===== config.mk =====
export PLATFORM = sky130hd
export DESIGN_NAME = display_scan_ctrl
export DESIGN_NICKNAME = d
export VERILOG_FILES = /design/src/rtl/display_scan_ctrl.sv
export SDC_FILE = /design/constraint.sdc
export NUM_CORES = 1
export LEC_CHECK = 0
export ABC_AREA = 1
export BUFFER_PORTS_ARGS = -buffer_cell sky130_fd_sc_hd__buf_2
export CORE_ASPECT_RATIO = 0.75
export CORE_MARGIN = 10
export CORE_UTILIZATION = 35
export CTS_CLUSTER_DIAMETER = 50
export CTS_CLUSTER_SIZE = 16
export DETAILED_ROUTE_END_ITERATION = 16
export HOLD_SLACK_MARGIN = 0.15
export SLEW_MARGIN = 20
export SYNTH_ARGS = -nofsm -noshare
export SYNTH_HDL_FRONTEND = slang
export SYNTH_SLANG_ARGS = --single-unit

===== constraint.sdc =====
create_clock -name clk -period 4.6 [get_ports clk]
set_input_delay 0.92 -clock clk [delete_from_list [all_inputs] [get_ports clk]]
set_output_delay 0.92 -clock clk [all_outputs]
set_load 0.02 [all_outputs]

===== src/rtl/display_scan_ctrl.sv =====
// display_scan_ctrl: 8-digit multiplexed hex scanner, tear-free buffer.
// Optional macro LEADING_ZERO_BLANK_EN blanks digits above the top nonzero.
module display_scan_ctrl #(
  parameter int REFRESH_DIV = 100000
) (
  input  logic        clk,
  input  logic        reset_n,
  input  logic        enable,
  input  logic        load,
  input  logic [31:0] data_in,
  output logic [7:0]  anode,
  output logic [3:0]  hex_sel,
  output logic        blank,
  output logic [2:0]  digit_idx,
  output logic        frame_done
);

  localparam int CW = $clog2(REFRESH_DIV);
  localparam logic [CW-1:0] TC = CW'(REFRESH_DIV - 1);

  logic [CW-1:0] r_tick_cnt;
  logic [2:0]    r_digit_idx;
  logic          r_frame_done;
  logic [7:0]    r_anode;
  logic [3:0]    r_hex_sel;
  logic          r_blank;
  logic [31:0]   r_shadow;
  logic [31:0]   r_active;
  logic          r_pending;

  logic          w_tick;
  logic          w_wrap;
  logic [7:0]    w_anode_nxt;
  logic [3:0]    w_nibble;
  logic          w_blank_nxt;
  logic [31:0]   w_shadow_nxt;
  logic [31:0]   w_active_nxt;
  logic          w_pending_nxt;
  logic          w_take_din;
  logic          w_take_shadow;
  logic          w_capture;

  assign w_tick = enable & (r_tick_cnt == TC);
  assign w_wrap = w_tick & (r_digit_idx == 3'd7);

  always_ff @(posedge clk or negedge reset_n) begin
    if (!reset_n) begin
      r_tick_cnt <= '0;
    end else if (!enable || w_tick) begin
      r_tick_cnt <= '0;
    end else begin
      r_tick_cnt <= r_tick_cnt + CW'(1);
    end
  end

  always_ff @(posedge clk or negedge reset_n) begin
    if (!reset_n) begin
      r_digit_idx  <= 3'd0;
      r_frame_done <= 1'b0;
    end else begin
      r_frame_done <= w_wrap;
      if (!enable) begin
        r_digit_idx <= 3'd0;
      end else if (w_tick) begin
        r_digit_idx <= r_digit_idx + 3'd1;
      end
    end
  end

  // Active register only changes at a frame wrap (or while dark),
  // so a frame never mixes two values.
  assign w_take_din    = w_wrap & load;
  assign w_take_shadow = (w_wrap | ~enable) & ~load & r_pending;
  assign w_capture     = load & ~w_wrap;

  always_comb begin
    w_shadow_nxt  = r_shadow;
    w_active_nxt  = r_active;
    w_pending_nxt = r_pending;
    if (load) begin
      w_shadow_nxt = data_in;
    end
    unique case (1'b1)
      w_take_din: begin
        w_active_nxt  = data_in;
        w_pending_nxt = 1'b0;
      end
      w_take_shadow: begin
        w_active_nxt  = r_shadow;
        w_pending_nxt = 1'b0;
      end
      w_capture: begin
        w_pending_nxt = 1'b1;
      end
      default: begin
        w_pending_nxt = r_pending;
      end
    endcase
  end

  always_ff @(posedge clk or negedge reset_n) begin
    if (!reset_n) begin
      r_shadow  <= '0;
      r_active  <= '0;
      r_pending <= 1'b0;
    end else begin
      r_shadow  <= w_shadow_nxt;
      r_active  <= w_active_nxt;
      r_pending <= w_pending_nxt;
    end
  end

  assign w_nibble    = 4'(r_active >> {r_digit_idx, 2'b00});
  assign w_anode_nxt = enable ? ~(8'd1 << r_digit_idx) : 8'hFF;

`ifdef LEADING_ZERO_BLANK_EN
  logic [2:0] w_msd;

  always_comb begin
    w_msd = 3'd0;
    for (int k = 1; k < 8; k++) begin
      if (r_active[4*k +: 4] != 4'd0) begin
        w_msd = 3'(k);
      end
    end
  end

  assign w_blank_nxt = ~enable | (r_digit_idx > w_msd);
`else
  assign w_blank_nxt = ~enable;
`endif

  always_ff @(posedge clk or negedge reset_n) begin
    if (!reset_n) begin
      r_anode   <= 8'hFF;
      r_hex_sel <= 4'd0;
      r_blank   <= 1'b1;
    end else begin
      r_anode   <= w_anode_nxt;
      r_hex_sel <= w_nibble;
      r_blank   <= w_blank_nxt;
    end
  end

  assign anode      = r_anode;
  assign hex_sel    = r_hex_sel;
  assign blank      = r_blank;
  assign digit_idx  = r_digit_idx;
  assign frame_done = r_frame_done;

endmodule


==> flow_summary.ini <==
[run_status]
status = complete, no violations

[synth]
syn_area_um2 = 4980
ys_warn_count = 0
syn_area_per_cell_um2 = 8.22
netlist_top_cells_area = dfrtp_1 45%, nand2_1 15%, nand3_1 7.0%
ys_ff_latch = 99
yosys.area.top_type = dfrtp_1
synth_top_area_share_pct = 45.2
synthCells = 606
synth.yosys.seq_area_share_pct = 50.0
synth_nets = 649
synth.distinct_cells = 31

[power]
ir_drop_mv = 0.213
p_per_area_nw_per_um2 = 344
pwr-share-seq_pct = 52.3
netSwitchingFraction_pct = 25.6
p_leak_nw = 2.85
internal_power_mw = 1.43
p_clk_share_pct = 36.6
combPwrFrac_pct = 11.1
power.switching_uw = 493

[drt]
via_count = 3950
finalWirelength_mm = 11.5
wl_per_cell_um = 14.0
dr.pass1.iters = 4
first_iter_violations = 276
antenna_left = 0
drc = 0
via_per_inst = 4.80

[critical_path]
crit_fanout = 34
critPathRequiredTime_ns = 4.82
critPathKind = register to register
worstPathArrival_ns = 2.83
start_kind = register
worstSetupEndpointType = register

[min_path]
min_path_type = register to register

[die]
die_w_um = 158
core-area_um2 = 13800
rows = 37
chipHeight_um = 123
dieArea_um2 = 19400
start_util_pct = 36.0
boundaryPins = 53

[layout]
multiInputGateArea_um2 = 2090
final_common_cell = nand2_1
final_nets = 686
fillCellCount = 1372
fin_area_um2 = 5580
seq_area_um2 = 2490
n_antenna_cell = 0
area.growth.synth_to_final_pct = 12.1
most-common-layout-cells = 197 x nand2_1, 90 x dfrtp_1, 70 x nand3_1, 53 x nor2_1, 51 x buf_2
fin_util_pct = 40.3
drive_above_1_share_pct = 19.1

[clock_network]
cts_tree = done
h-tree-depth = 3
cts_resized = 0
cts.sinks = 99
cts_buffers = 9
clk_pin_slew_ns = 0.06
postCtsHoldBufs = 0
cts-root-buf = clkbuf_16
clkLatencyLatePin_ns = 0.33
clockBufferDepth = 2
postCtsSetupRepairBufs = 0

[timing]
skew_ns = 0.00397
layout_min_cycle_time_ns = 2.60
final-max-slew-violation-count = 0
holdWs_ns = 0.465
setup_tns_ns = 0
timing.final.crit_share_pct = 56.5
worstMarginPinSlew_ns = 0.808
setup_viol = 0
relSlewSlack_pct = 46.1
rsz0062_at_grt = false
fmax_mhz = 385
hold_viol_final = 0

[global_route]
groute.usage.overall_pct = 12.2
grt_pass1_vias = 3860
antenna_found_initial = 0
gr-total-overflow = 0
grt_pass1_wl_mm = 19.5
grt_max_degree = 64

[flow_run]
maxCapViolations = 0

[placement]
dpl.hpwl_mm = 8.11
dpl_cell_area_um2 = 5310
gp_congestion = 0.832
io_buffers = 52
Yosys cell counts, drive strengths merged:
cell and count:
inv 53, xor2 6, a21oi 4, nand4 4, ha 7, clkbuf 14
o22ai 5, o21ai 21, clkinv 3, buf 17, a31oi 4, dfrtp 90
nand2 202, dfstp 9, nor3 4, o21bai 1, o31ai 1, nor2 58
o21a 3, nand3 99, or2 1
metrics by stage:
step / total power [mW] / cells / worst slack (ns)
2_1_floorplan: 1.15 / 606 / 2.77
3_3_place_gp: 1.23 / 807 / 2.03
3_5_place_dp: 1.24 / 807 / 1.97
4_1_cts: 1.95 / 823 / 1.98
5_1_grt: 2.02 / 823 / 1.75
6_report: 1.92 / 823 / 2.00
power groups by stage:
stage | clock (mW) | combinational (mW) | sequential, mW
after floorplan | 0 | 0.135 | 1.02
after global placement | 0 | 0.208 | 1.02
after detailed placement | 0 | 0.216 | 1.02
after CTS | 0.725 | 0.217 | 1.00
after global routing | 0.759 | 0.246 | 1.01
final | 0.703 | 0.213 | 1.01
flip-flops by register name (all words and copies together), names as in the netlist:
signal,cells
blank,1
r_pending,1
frame_done,1
hex_sel,4
anode,8
r_tick_cnt,17
digit_idx,3
r_active,32
r_shadow,32
cell type report:
type	instances	share of cell area, %
multi-input combinational	420	37.4
sequential	99	44.6
clock buffer	14	4.73
inverter	56	3.77
clock inverter	2	0.179
tap	175	3.92
timing repair buffer	57	5.38
per-layer routing:
metal | part of all wire (%) | global-route usage (%)
met1 | 52 | 18.3
met2 | 41 | 17.2
met3 | 6.0 | 3.09
met4 | 0.55 | 2.80
met5 | 0 | 0
cell families after synthesis:
family	after synthesis	synth area share [%]
AND/OR/NAND/NOR	368	34.7
flip-flops	99	50.0
buffers and inverters	87	8.09
AO/OA/AOI/OAI	39	4.40
adder cells (fa/ha/maj)	7	1.76
XOR/XNOR	6	1.06
worst paths after layout:
check	from	endpoint	slack [ns]	cells past startpoint
setup reg to reg	digit_idx[0]	r_active[31]	2.00	9
setup / recovery	digit_idx[0]	r_active[31]	2.00	9
min in group asynchronous	reset_n	r_shadow[29]	0.66	1
max in group asynchronous	reset_n	anode[5]	2.90	2
hold / removal	r_tick_cnt[0]	r_tick_cnt[0]	0.47	1
hold reg to reg	r_tick_cnt[0]	r_tick_cnt[0]	0.47	1
worst max-delay path, cell delays in order, from the launching register on:
cell and delay [ns]:
dfrtp_1 0.73, ha_1 0.28, ha_1 0.15, nand2_1 0.07, inv_1 0.14, nand4_4 0.16, nand2_4 0.34, nand2_4 0.36
nand3_1 0.19, nand2_1 0.06
(Power assumes the default switching activity.)
